`src/rtl/bpsk_pkg.sv`:
```
// Shared BPSK definitions: midscale, the carrier table generator used by the modulator
// and demodulator, and the receiver state encoding.
package bpsk_pkg;

  typedef enum logic {
    IDLE = 1'b0,
    ACQ  = 1'b1
  } state_t;

  // Fixed-point Q28 scale for the elaboration-time sine evaluation
  localparam longint ONE_Q  = 64'sd268435456;
  localparam longint HALF_Q = 64'sd134217728;
  localparam longint PI_Q   = 64'sd843314857;

  function automatic int midscale(input int data_w);
    return 1 << (data_w - 1);
  endfunction

  // round(MID + (MID-1)*sin(2*pi*k/n)); quarter-wave symmetry keeps the Taylor series on [0, pi/2]
  function automatic int carrier_sample(input int k, input int n, input int data_w);
    int     mid;
    int     quarter;
    int     quad;
    int     m;
    longint x;
    longint x2;
    longint term;
    longint sum;
    longint mag;
    mid     = midscale(data_w);
    quarter = n / 4;
    quad    = k / quarter;
    m       = k % quarter;
    if (quad == 1 || quad == 3) m = quarter - m;
    x    = (longint'(m) * 2 * PI_Q) / longint'(n);
    x2   = (x * x) / ONE_Q;
    term = x;
    sum  = x;
    for (int i = 1; i <= 7; i++) begin
      term = -((term * x2) / ONE_Q) / longint'((2 * i) * (2 * i + 1));
      sum  = sum + term;
    end
    mag = (longint'(mid - 1) * sum + HALF_Q) / ONE_Q;
    return (quad >= 2) ? mid - int'(mag) : mid + int'(mag);
  endfunction

endpackage

```
`src/rtl/bpsk_demod_if.sv`:
```
// Sample-in / bit-and-word-out bundle of the BPSK receiver.
interface bpsk_demod_if #(
  parameter int DATA_W     = 8,
  parameter int FRAME_BITS = 8
);
  logic                  start;
  logic [DATA_W-1:0]     sample_in;
  logic                  sample_valid;
  logic                  bit_out;
  logic                  bit_valid;
  logic [FRAME_BITS-1:0] data_out;
  logic                  data_valid;
  logic                  busy;

  modport master (
    output start, sample_in, sample_valid,
    input  bit_out, bit_valid, data_out, data_valid, busy
  );

  modport slave (
    input  start, sample_in, sample_valid,
    output bit_out, bit_valid, data_out, data_valid, busy
  );
endinterface

```
`src/rtl/bpsk_carrier_lut.sv`:
```
// One-cycle carrier ROM: phase index to offset-binary reference sample.
module bpsk_carrier_lut
  import bpsk_pkg::*;
#(
  parameter int DATA_W = 8,
  parameter int N      = 16
) (
  input  logic [$clog2(N)-1:0] i_phase,
  output logic [DATA_W-1:0]    o_ref
);

  logic [DATA_W-1:0] w_rom [N];

  for (genvar k = 0; k < N; k++) begin : g_rom
    assign w_rom[k] = DATA_W'(carrier_sample(k, N, DATA_W));
  end

  assign o_ref = w_rom[i_phase];

endmodule

```
`src/rtl/bpsk_demod.sv`:
```
// BPSK receiver: per-bit correlation against the local carrier, sign slicer,
// MSB-first deserialiser and the IDLE/ACQ frame controller.
module bpsk_demod
  import bpsk_pkg::*;
#(
  parameter int DATA_W          = 8,
  parameter int SAMPLES_PER_BIT = 16,
  parameter int FRAME_BITS      = 8
) (
  input  logic            clk,
  input  logic            reset,
  bpsk_demod_if.slave     bus
);

  localparam int ACC_W = 2 * DATA_W + $clog2(SAMPLES_PER_BIT);
  localparam int SW    = DATA_W + 1;
  localparam int PH_W  = $clog2(SAMPLES_PER_BIT);
  localparam int BC_W  = (FRAME_BITS > 1) ? $clog2(FRAME_BITS) : 1;
  localparam int MID   = midscale(DATA_W);

  state_t                   r_state;
  state_t                   w_state_next;
  logic [PH_W-1:0]          r_phase;
  logic [BC_W-1:0]          r_bit_cnt;
  logic signed [ACC_W-1:0]  r_acc;
  logic [FRAME_BITS-1:0]    r_shift;
  logic                     r_bit_out;
  logic                     r_bit_valid;
  logic [FRAME_BITS-1:0]    r_data_out;
  logic                     r_data_valid;

  logic [DATA_W-1:0]        w_ref;
  logic signed [SW-1:0]     w_s;
  logic signed [SW-1:0]     w_r;
  logic signed [2*SW-1:0]   w_prod;
  logic signed [ACC_W-1:0]  w_acc_next;
  logic                     w_accept;
  logic                     w_bit_end;
  logic                     w_frame_end;
  logic                     w_bit;
  logic [FRAME_BITS-1:0]    w_shift_next;

  bpsk_carrier_lut #(
    .DATA_W (DATA_W),
    .N      (SAMPLES_PER_BIT)
  ) u_lut (
    .i_phase (r_phase),
    .o_ref   (w_ref)
  );

  // A start pulse owns its cycle: any sample arriving alongside it is dropped
  assign w_accept     = bus.sample_valid && (r_state == ACQ) && !bus.start;
  assign w_s          = $signed({1'b0, bus.sample_in}) - SW'(MID);
  assign w_r          = $signed({1'b0, w_ref}) - SW'(MID);
  assign w_prod       = w_s * w_r;
  assign w_acc_next   = r_acc + ACC_W'(w_prod);
  assign w_bit_end    = w_accept && (r_phase == PH_W'(SAMPLES_PER_BIT - 1));
  assign w_frame_end  = w_bit_end && (r_bit_cnt == BC_W'(FRAME_BITS - 1));
  assign w_bit        = ~w_acc_next[ACC_W-1];
  assign w_shift_next = {r_shift[FRAME_BITS-2:0], w_bit};

  always_ff @(posedge clk or posedge reset) begin
    if (reset) r_state <= IDLE;
    else       r_state <= w_state_next;
  end

  // NOTE: the default assignment first means every path drives w_state_next, so no latch is inferred.
  always_comb begin
    w_state_next = r_state;
    if (bus.start)        w_state_next = ACQ;
    else if (w_frame_end) w_state_next = IDLE;
  end

  // NOTE: non-blocking assignments here so every register samples pre-edge values of the others.
  always_ff @(posedge clk or posedge reset) begin
    if (reset) begin
      r_phase      <= '0;
      r_bit_cnt    <= '0;
      r_acc        <= '0;
      r_shift      <= '0;
      r_bit_out    <= 1'b0;
      r_bit_valid  <= 1'b0;
      r_data_out   <= '0;
      r_data_valid <= 1'b0;
    end else begin
      r_bit_valid  <= 1'b0;
      r_data_valid <= 1'b0;
      if (bus.start) begin
        r_phase   <= '0;
        r_bit_cnt <= '0;
        r_acc     <= '0;
        r_shift   <= '0;
      end else if (w_accept) begin
        if (w_bit_end) begin
          r_acc       <= '0;
          r_phase     <= '0;
          r_bit_out   <= w_bit;
          r_bit_valid <= 1'b1;
          r_shift     <= w_shift_next;
          r_bit_cnt   <= w_frame_end ? '0 : r_bit_cnt + BC_W'(1);
          if (w_frame_end) begin
            r_data_out   <= w_shift_next;
            r_data_valid <= 1'b1;
          end
        end else begin
          r_acc   <= w_acc_next;
          r_phase <= r_phase + PH_W'(1);
        end
      end
    end
  end

  assign bus.bit_out    = r_bit_out;
  assign bus.bit_valid  = r_bit_valid;
  assign bus.data_out   = r_data_out;
  assign bus.data_valid = r_data_valid;
  assign bus.busy       = (r_state != IDLE);

endmodule

```
`src/flat_wrapper.sv`:
```
// flat-port wrapper written by rule: the top's interface ports become plain ports
module bpsk_demod_flat import bpsk_pkg::*;
#(
  parameter int DATA_W          = 8,
  parameter int SAMPLES_PER_BIT = 16,
  parameter int FRAME_BITS      = 8
)
  (clk, reset, bus_start, bus_sample_in, bus_sample_valid, bus_bit_out, bus_bit_valid, bus_data_out, bus_data_valid, bus_busy);
  bpsk_demod_if #(.DATA_W(DATA_W), .FRAME_BITS(FRAME_BITS)) bus_i ();
  input  logic clk;
  input  logic reset;
  input wire logic [$bits(bus_i.start)-1:0] bus_start;
  input wire logic [$bits(bus_i.sample_in)-1:0] bus_sample_in;
  input wire logic [$bits(bus_i.sample_valid)-1:0] bus_sample_valid;
  output wire logic [$bits(bus_i.bit_out)-1:0] bus_bit_out;
  output wire logic [$bits(bus_i.bit_valid)-1:0] bus_bit_valid;
  output wire logic [$bits(bus_i.data_out)-1:0] bus_data_out;
  output wire logic [$bits(bus_i.data_valid)-1:0] bus_data_valid;
  output wire logic [$bits(bus_i.busy)-1:0] bus_busy;
  assign bus_i.start = bus_start;
  assign bus_i.sample_in = bus_sample_in;
  assign bus_i.sample_valid = bus_sample_valid;
  assign bus_bit_out = bus_i.bit_out;
  assign bus_bit_valid = bus_i.bit_valid;
  assign bus_data_out = bus_i.data_out;
  assign bus_data_valid = bus_i.data_valid;
  assign bus_busy = bus_i.busy;
  bpsk_demod #(.DATA_W(DATA_W), .SAMPLES_PER_BIT(SAMPLES_PER_BIT), .FRAME_BITS(FRAME_BITS)) u_core (.clk(clk), .reset(reset), .bus(bus_i));
endmodule
```
`config.mk`:
```
export PLATFORM = sky130hd
export DESIGN_NAME = bpsk_demod_flat
export DESIGN_NICKNAME = d
export VERILOG_FILES = /design/src/rtl/bpsk_pkg.sv /design/src/rtl/bpsk_demod_if.sv /design/src/rtl/bpsk_carrier_lut.sv /design/src/rtl/bpsk_demod.sv /design/src/flat_wrapper.sv
export SDC_FILE = /design/constraint.sdc
export NUM_CORES = 1
export LEC_CHECK = 0
export CAP_MARGIN = 40
export CELL_PAD_IN_SITES_DETAIL_PLACEMENT = 1
export CELL_PAD_IN_SITES_GLOBAL_PLACEMENT = 1
export CORE_ASPECT_RATIO = 1.25
export CORE_MARGIN = 3
export CORE_UTILIZATION = 52
export DETAILED_ROUTE_END_ITERATION = 12
export DONT_BUFFER_PORTS = 1
export PLACE_DENSITY = 0.84
export SYNTH_ARGS = -nofsm -noshare
export SYNTH_HDL_FRONTEND = slang
export SYNTH_SLANG_ARGS = --single-unit
```
`constraint.sdc`:
```
create_clock -name clk -period 7.05 [get_ports clk]
set_input_delay 0.3525 -clock clk [delete_from_list [all_inputs] [get_ports clk]]
set_output_delay 0.3525 -clock clk [all_outputs]
set_load 0.1 [all_outputs]
```
==> impl_metrics.toml, run 1 <==
[pwr]
vdd_drop_max_v = 0.0001950
power.leakage_nw = 3.406
power_density_nw_per_um2 = 276.6

[placement]
dp_cells = 739
pre_cts_ws_ns = 0.2255
place.port_buffers = 0
hpwl_mm = 11.93
gp_congestion = 0.8537
place_area_um2 = 6088

[worst_hold_path]
min_to = "u_core.r_phase[2]"
whs_path_depth = 1
hold_path_class = "primary input to register"
hold_start = "bus_start"

[sta]
slew_violations = 0
final.setup.worst_slack_ns = 0.4558
tns_ns = 0
relSlewSlack_pct = 39.61
period_share_pct = 93.53
min_period_ns = 6.594
fmax_mhz = 151.6
hold_violations = 0
rsz0062_at_grt = "no"
fin_skew_ns = 0.003880
worstMarginPinSlew_ns = 0.9059
setup_viol = 0

[synth]
ys_seq_area_share_pct = 19.67
synth_cells = 613
synth_area_leaders = "fa_1 29%, dfrtp_1 20%, ha_1 13%"
ys_ff_latch = 46
synth_cell_type_count = 53
synth_area_um2 = 5851
syn_area_per_cell_um2 = 9.544
yosysWarnings = 0
synth_top_area_share_pct = 29.08
async_flop_share_pct = 100.0
synth-main-ff-cell = "dfrtp_1"
syn-num-nets = 771
synth_edf_count = 0
yosys.area.top_type = "fa_1"

[drt]
post_drt_wl_per_cell_um = 19.49
drc = 0
firstDrtPassIters = 4
via_count = 4255
avgViaCountPerCell = 5.673
routed_wl_mm = 14.62
drtAntennaViolNets = 0
dr.first_iter.drc_count = 129

[global_route]
track_usage_pct = 25.05
grt_start_max_net_pins = 31
antenna_found_initial = 0
grt_pass1_vias = 5138
overflow = 0
grt_pass1_wl_mm = 25.32

[worst_setup_path]
required_ns = 7.23
cp_common_cell = "fa_1"
worstSetupPathType = "register to register"
crit_path_start_kind = "register"
r2r_end = "u_core.r_acc[17]"
rrSetupSlack_ns = 0.46
critical_path_buf_inv_count = 4
slowest_delay_ns = 0.56
worstPathMaxFanout = 9
cp_slowest_cell = "fa_1"
cp_cell_sequence = "inv_1 -> ha_1 -> mux2i_2 -> mux2_2 -> nand2_1 -> fa_1 -> inv_1 -> fa_1 -> fa_1 -> fa_1 -> inv_1 -> fa_1 -> inv_1 -> ha_1 -> a21oi_1 -> o21ai_2 -> a211oi_1 -> a21oi_1 -> or3_1 -> a32o_1"
critPathArrivalTime_ns = 6.77
r2r-start = "u_core.r_phase[0]"
r2r_cells = 20
crit_family = "adder cells"
worst_setup_path_end_kind = "register"

[finish]
fin_cells = 750
post-route-util_pct = 58.72
fill_cells = 1216
finalInstanceArea_um2 = 6326
nNetsFinal = 775
diodes = 0
area_growth_pct = 8.127
drive_above_1_share_pct = 6.149

[floorplanning]
io_pins = 24
core_um2 = 10770
die_area_um2 = 12570
start_util_pct = 54.31
dieHeight_um = 124.6
num_rows = 42
fp.dieW_um = 100.9

[job]
drv_cap = 0

[clocking]
cts-root-buf = "clkbuf_16"
cts_num_sinks = 46
cts_tree = "built"
h-tree-depth = 2
clk_latency_ns = 0.29
clkSlewWorstSetupHoldPaths_ns = 0.07
max-clock-path-buffers = 2
cts_buffers = 5

[run_status]
status = "finished clean"
cells by family (layout without fill, tap and decap cells):
logic type	Yosys count	count (layout)	synth area share, %
and+or+nand+nor	152	152	12.66
AOI/OAI and AO/OA	90	90	10.52
buffers and inverters	148	153	9.688
xor gates and xnor gates	17	17	2.545
DFF	46	46	19.67
adders and majority gates	146	146	42.13
muxes	14	14	2.780
per-stage QoR:
step	power, mW	hold WS [ns]
after floorplan	1.196	0.4188
after global placement	1.404	0.4213
after detailed placement	1.489	0.2425
after CTS	1.762	0.1196
after global routing	1.929	0.1175
final	1.750	0.1239
layout make-up:
class	instances	area, µm²	area share [%]
Multi-Input combinational cell	419	4158	65.72
Sequential cell	46	1151	18.20
Inverter	134	503.0	7.951
Timing Repair Buffer	11	197.7	3.125
Tap cell	132	165.2	2.611
Clock buffer	5	125.1	1.978
Clock inverter	3	26.28	0.4153
power breakdown:
| group | internal (mW) | leakage [nW] | total (mW) | switching, mW |
|---|---|---|---|---|
| Clock | 0.135 | 0.0752 | 0.248 | 0.113 |
| Sequential | 0.303 | 0.625 | 0.336 | 0.0329 |
| Combinational | 0.463 | 2.71 | 1.17 | 0.702 |
sequential cells by signal, summed over array words and instances (netlist names):
register               cells
u_core.r_acc              20
u_core.r_shift             7
u_core.bus.busy            1
u_core.bus.data_out        8
u_core.bus.bit_valid       1
u_core.r_bit_cnt           3
u_core.bus.data_valid      1
u_core.r_phase             4
u_core.bus.bit_out         1
synthesized netlist by cell type (8+ instances only):
master      n
o21ai_1    17
dfrtp_1    46
nor2_1     15
fa_1       85
and2_1     26
xnor2_1    13
a21oi_1    19
nand2_1    72
nand2b_1   13
ha_1       61
inv_1     130
o21ai_0     8
a21o_1      8
worst max path at each step:
stage                            from                      to  cells after the start
global route        u_core.r_phase[0]  u_core.bus.data_out[0]                     22
CTS                 u_core.r_phase[0]  u_core.bus.data_out[0]                     24
detailed placement  u_core.r_phase[0]  u_core.bus.data_out[0]                     24
finish              u_core.r_phase[0]        u_core.r_acc[17]                     20
floorplan           u_core.r_phase[0]  u_core.bus.data_out[0]                     24
global placement    u_core.r_phase[0]  u_core.bus.data_out[0]                     24
repair_timing:
item,CTS,global route
endpoints found under the hold margin,16,0
setup buffers,0,0
hold buffers,1,0
setup endpoints to repair,0,6
resized for setup,0,5
layout by cell type (no fill, tap or decap), drive strengths merged, types with 5 or more instances in the layout:
cell type    n
ha          61
nor2        15
clkbuf       5
buf         10
and2        26
or3          7
o21a         5
o21ai       27
xnor2       13
inv        136
nand2b      13
mux2         8
a21oi       20
a32o         5
dfrtp       46
a21o         8
mux2i        5
nand3        6
fa          85
nand2       73
routing by layer:
layer / wire length (µm) / track usage [%] / up-vias
met3: 365 / 2.913 / 32
met2: 8192 / 44.78 / 88
met4: 325 / 7.454 / 0
li1: - / - / 1935
met5: 0 / 0 / -
met1: 5735 / 31.18 / 2200
Power figures use the tool's default switching activity.
==> inputs of run 2 (changes only) <==
--- a/config.mk
+++ b/config.mk
@@ -5,6 +5,7 @@
 export SDC_FILE = /design/constraint.sdc
 export NUM_CORES = 1
 export LEC_CHECK = 0
+export ABC_CLOCK_PERIOD_IN_PS = 7050
 export CAP_MARGIN = 40
 export CELL_PAD_IN_SITES_DETAIL_PLACEMENT = 1
 export CELL_PAD_IN_SITES_GLOBAL_PLACEMENT = 1
@@ -13,7 +14,8 @@
 export CORE_UTILIZATION = 52
 export DETAILED_ROUTE_END_ITERATION = 12
 export DONT_BUFFER_PORTS = 1
-export PLACE_DENSITY = 0.84
+export PLACE_DENSITY = 0.92
+export SETUP_SLACK_MARGIN = 0.3
 export SYNTH_ARGS = -nofsm -noshare
 export SYNTH_HDL_FRONTEND = slang
 export SYNTH_SLANG_ARGS = --single-unit
==> impl_metrics.toml, run 2 (same netlist as run 1, synthesis figures left out) <==
[placement]
pre_cts_ws_ns = 0.1405
place.port_buffers = 0
place_area_um2 = 6088
dp_cells = 739
hpwl_mm = 12.55
gp_congestion = 0.8237

[floorplanning]
dieHeight_um = 124.6
core_um2 = 10770
fp.dieW_um = 100.9
die_area_um2 = 12570
num_rows = 42
io_pins = 24
start_util_pct = 54.31

[global_route]
track_usage_pct = 26.61
grt_start_max_net_pins = 28
grt_pass1_wl_mm = 26.63
grt_pass1_vias = 5253
antenna_found_initial = 0
overflow = 0

[finish]
fin_cells = 755
final_cell_mix = "128 x inv_1, 83 x fa_1, 72 x nand2_1"
area_growth_pct = 9.046
finalInstanceArea_um2 = 6380
nNetsFinal = 780
diodes = 0
post-route-util_pct = 59.22
largest_reg_flops = 20
top_register = "u_core.r_acc"
final_common_cell = "inv_1"
drive_above_1_share_pct = 7.705

[clocking]
h-tree-depth = 2
clkSlewWorstSetupHoldPaths_ns = 0.07
clk_latency_ns = 0.29
cts_tree = "built"
cts_buffers = 5
max-clock-path-buffers = 2
cts_num_sinks = 46
cts-root-buf = "clkbuf_16"

[worst_setup_path]
cp_common_cell = "fa_1"
required_ns = 7.22
worstSetupPathType = "register to register"
worstPathMaxFanout = 9
cp_slowest_cell = "fa_1"
crit_path_start_kind = "register"
worst_setup_path_end_kind = "register"
critPathArrivalTime_ns = 6.70
cp_cell_sequence = "inv_4 -> ha_1 -> mux2i_4 -> mux2_2 -> nand2_1 -> fa_1 -> inv_1 -> fa_1 -> fa_1 -> fa_1 -> inv_1 -> fa_1 -> inv_1 -> ha_1 -> a21oi_1 -> o21ai_2 -> a211oi_1 -> a21oi_1 -> or3_1 -> a32o_1"
r2r_cells = 20
slowest_delay_ns = 0.56

[drt]
post_drt_wl_per_cell_um = 20.60
dr.first_iter.drc_count = 181
drtAntennaViolNets = 0
avgViaCountPerCell = 5.746
drc = 0
firstDrtPassIters = 4
routed_wl_mm = 15.56
via_count = 4338

[sta]
relSlewSlack_pct = 39.47
period_share_pct = 92.54
whs_ns = 0.1249
tns_ns = 0
fin_skew_ns = 0.008464
rsz0062_at_grt = "no"
min_period_ns = 6.524
worstMarginPinSlew_ns = 0.9079
fmax_mhz = 153.3
setup_viol = 0
slew_violations = 0
hold_violations = 0
final.setup.worst_slack_ns = 0.5258

[job]
drv_cap = 0

[pwr]
vdd_drop_max_v = 0.0002365
power.leakage_nw = 3.432
finalPower_mw = 1.812
power_density_nw_per_um2 = 284.0

[worst_hold_path]
hold_path_class = "primary input to register"
whs_path_depth = 1

[run_status]
status = "finished clean"
[run 2: final timing paths]
kind                                    from               endpoint  slack [ns]
setup / recovery           u_core.r_phase[0]       u_core.r_acc[17]        0.53
hold / removal                     bus_start      u_core.r_phase[2]        0.12
setup reg to reg           u_core.r_phase[0]       u_core.r_acc[17]        0.53
hold reg to reg             u_core.r_acc[13]       u_core.r_acc[13]        0.52
max in group asynchronous              reset        u_core.bus.busy        6.03
min in group asynchronous              reset  u_core.bus.data_valid        0.52
[run 2: power by group]
| part | leakage, nW | switching [mW] | total (mW) | internal (mW) |
|---|---|---|---|---|
| registers | 0.625 | 0.0369 | 0.340 | 0.303 |
| clock network | 0.0752 | 0.108 | 0.244 | 0.135 |
| logic | 2.73 | 0.756 | 1.23 | 0.472 |
| total | 3.43 | 0.901 | 1.81 | 0.911 |
[run 2: routing by layer]
layer	vias to the layer above	track usage, %	routed length, µm
met5	-	0	0
met4	0	9.040	578
met3	56	2.689	378
met2	88	49.21	8721
met1	2242	31.33	5878
li1	1952	-	-
[run 2: final cells by class]
type,count,area (µm²)
Fill cell,1202,4393
Clock inverter,3,26.28
Multi-Input combinational cell,419,4168
Tap cell,132,165.2
Inverter,134,509.2
Timing Repair Buffer,16,235.2
Clock buffer,5,125.1
Sequential cell,46,1151
[run 2: what timing repair did]
item,CTS,global route
cloned,0,0
endpoints found under the setup margin,7,9
gates resized for setup,4,7
endpoints found under the hold margin,19,0
pin swaps,0,2
hold buffers,1,0
buffers inserted,1,4
[run 2: worst max-delay path, delay by kind of cell (launching register included)]
family,cells,cell delay [ns]
AND/OR/NAND/NOR,2,0.48
multiplexers,2,0.63
adder cells (fa/ha/maj),7,3.31
AO/OA/AOI/OAI,5,1.18
buffers and inverters,4,0.29
flip-flops,1,0.52
==> inputs of run 3 (changes only) <==
--- a/config.mk
+++ b/config.mk
@@ -5,7 +5,7 @@
 export SDC_FILE = /design/constraint.sdc
 export NUM_CORES = 1
 export LEC_CHECK = 0
-export ABC_CLOCK_PERIOD_IN_PS = 7050
+export ABC_CLOCK_PERIOD_IN_PS = 7100
 export CAP_MARGIN = 40
 export CELL_PAD_IN_SITES_DETAIL_PLACEMENT = 1
 export CELL_PAD_IN_SITES_GLOBAL_PLACEMENT = 1
==> constraint.sdc (replaced) <==
create_clock -name clk -period 7.1 [get_ports clk]
set_input_delay 0.355 -clock clk [delete_from_list [all_inputs] [get_ports clk]]
set_output_delay 0.355 -clock clk [all_outputs]
set_load 0.1 [all_outputs]
==> impl_metrics.toml, run 3 (same netlist as run 1, synthesis figures left out) <==
[run_status]
status = "finished clean"

[finish]
largest_reg_flops = 20
finalInstanceArea_um2 = 6366
final_common_cell = "inv_1"
nNetsFinal = 778
drive_above_1_share_pct = 7.568
area_growth_pct = 8.811
top_register = "u_core.r_acc"
diodes = 0
final_cell_mix = "128 x inv_1, 83 x fa_1, 72 x nand2_1"
post-route-util_pct = 59.09
fill_cells = 1199

[pwr]
power.leakage_nw = 3.422
vdd_drop_max_v = 0.0002352
power_density_nw_per_um2 = 283.2

[floorplanning]
start_util_pct = 54.31
die_area_um2 = 12570
num_rows = 42
core_um2 = 10770
io_pins = 24
fp.dieW_um = 100.9
dieHeight_um = 124.6

[clocking]
clk_latency_ns = 0.29
cts_buffers = 5
clkSlewWorstSetupHoldPaths_ns = 0.07
cts_num_sinks = 46
max-clock-path-buffers = 2
cts_tree = "built"
cts-root-buf = "clkbuf_16"
h-tree-depth = 2

[worst_setup_path]
rrSetupSlack_ns = 0.55
crit_path_start_kind = "register"
worst_setup_path_end_kind = "register"
worstSetupPathType = "register to register"
r2r_cells = 20
critPathArrivalTime_ns = 6.72
worstPathMaxFanout = 9
required_ns = 7.27

[worst_hold_path]
hold_path_class = "primary input to register"
whs_path_depth = 1

[drt]
post_drt_wl_per_cell_um = 20.88
routed_wl_mm = 15.73
drc = 0
avgViaCountPerCell = 5.801
firstDrtPassIters = 4
drtAntennaViolNets = 0
via_count = 4368
dr.first_iter.drc_count = 167

[placement]
place_area_um2 = 6088
gp_congestion = 0.8237
hpwl_mm = 12.55
place.port_buffers = 0

[sta]
hold_violations = 0
tns_ns = 0
relSlewSlack_pct = 39.45
period_share_pct = 92.24
worstMarginPinSlew_ns = 0.9083
fmax_mhz = 152.7
rsz0062_at_grt = "yes"
min_period_ns = 6.549
setup_viol = 0
fin_skew_ns = 0.008482
slew_violations = 0

[global_route]
antenna_found_initial = 0
overflow = 0
grt_pass1_vias = 5238
track_usage_pct = 26.69
grt_start_max_net_pins = 28
grt_pass1_wl_mm = 26.70

[job]
drv_cap = 0
==> run 3: final timing paths <==
kind | from | to
setup / recovery | u_core.r_phase[0] | u_core.r_acc[17]
hold / removal | bus_start | u_core.r_phase[2]
setup reg to reg | u_core.r_phase[0] | u_core.r_acc[17]
hold reg to reg | u_core.r_acc[13] | u_core.r_acc[13]
max in group asynchronous | reset | u_core.bus.busy
min in group asynchronous | reset | u_core.bus.data_valid
==> run 3: repair_timing <==
item,in CTS,in global routing
hold buffers,1,0
cloned,0,0
endpoints found under the hold margin,19,0
setup endpoints to repair,5,8
buffers inserted,1,2
pin swaps,0,2
gates resized for setup,3,8
==> run 3: layout make-up <==
cell class              count  area, µm²  share of cell area (%)
repair buffers             14      220.2                   3.459
inverters                 134      506.7                   7.960
well taps                 132      165.2                   2.594
clock buffers               5      125.1                   1.965
flip-flops and latches     46       1151                   18.08
clock inverters             3      26.28                  0.4127
multi-input cells         419       4172                   65.53
==> run 3: power by group <==
part           internal, mW  switching, mW
sequential            0.301         0.0364
combinational         0.469          0.755
clock                 0.134          0.107
total                 0.904          0.898
==> run 3: metrics by stage <==
| stage | hold WS, ns | std cells | setup WS, ns | total power, mW |
|---|---|---|---|---|
| 3_3_place_gp | 0.4236 | 735 | 0.6077 | 1.385 |
| 3_5_place_dp | 0.2678 | 739 | 0.1905 | 1.517 |
| 5_1_grt | 0.1220 | 753 | 0.2596 | 1.972 |
| 6_report | 0.1269 | 753 | 0.5510 | 1.803 |
| 4_1_cts | 0.1253 | 749 | 0.3296 | 1.795 |
| 2_1_floorplan | 0.4213 | 613 | 0.9767 | 1.187 |
==> run 3: layer usage <==
metal / share of wire [%] / track usage, % / up-vias
li1: - / - / 1945
met1: 38 / 31.48 / 2280
met2: 56 / 49.94 / 94
met3: 3.3 / 2.577 / 49
met4: 3.2 / 7.930 / 0
met5: 0 / 0 / -
==> run 3: critical path, cell delays in order, from the launching register on <==
cell      delay, ns
dfrtp_1        0.49
inv_2          0.15
ha_1           0.28
mux2i_4        0.31
mux2_2         0.35
nand2b_1       0.12
fa_2           0.62
inv_1          0.14
fa_1           0.52
fa_1           0.44
fa_1           0.53
inv_1          0.08
fa_1           0.58
inv_1          0.06
ha_1           0.38
a21oi_1        0.18
o21ai_1        0.15
a211oi_1       0.29
a21oi_1        0.12
or3_1          0.35
a32o_1         0.28
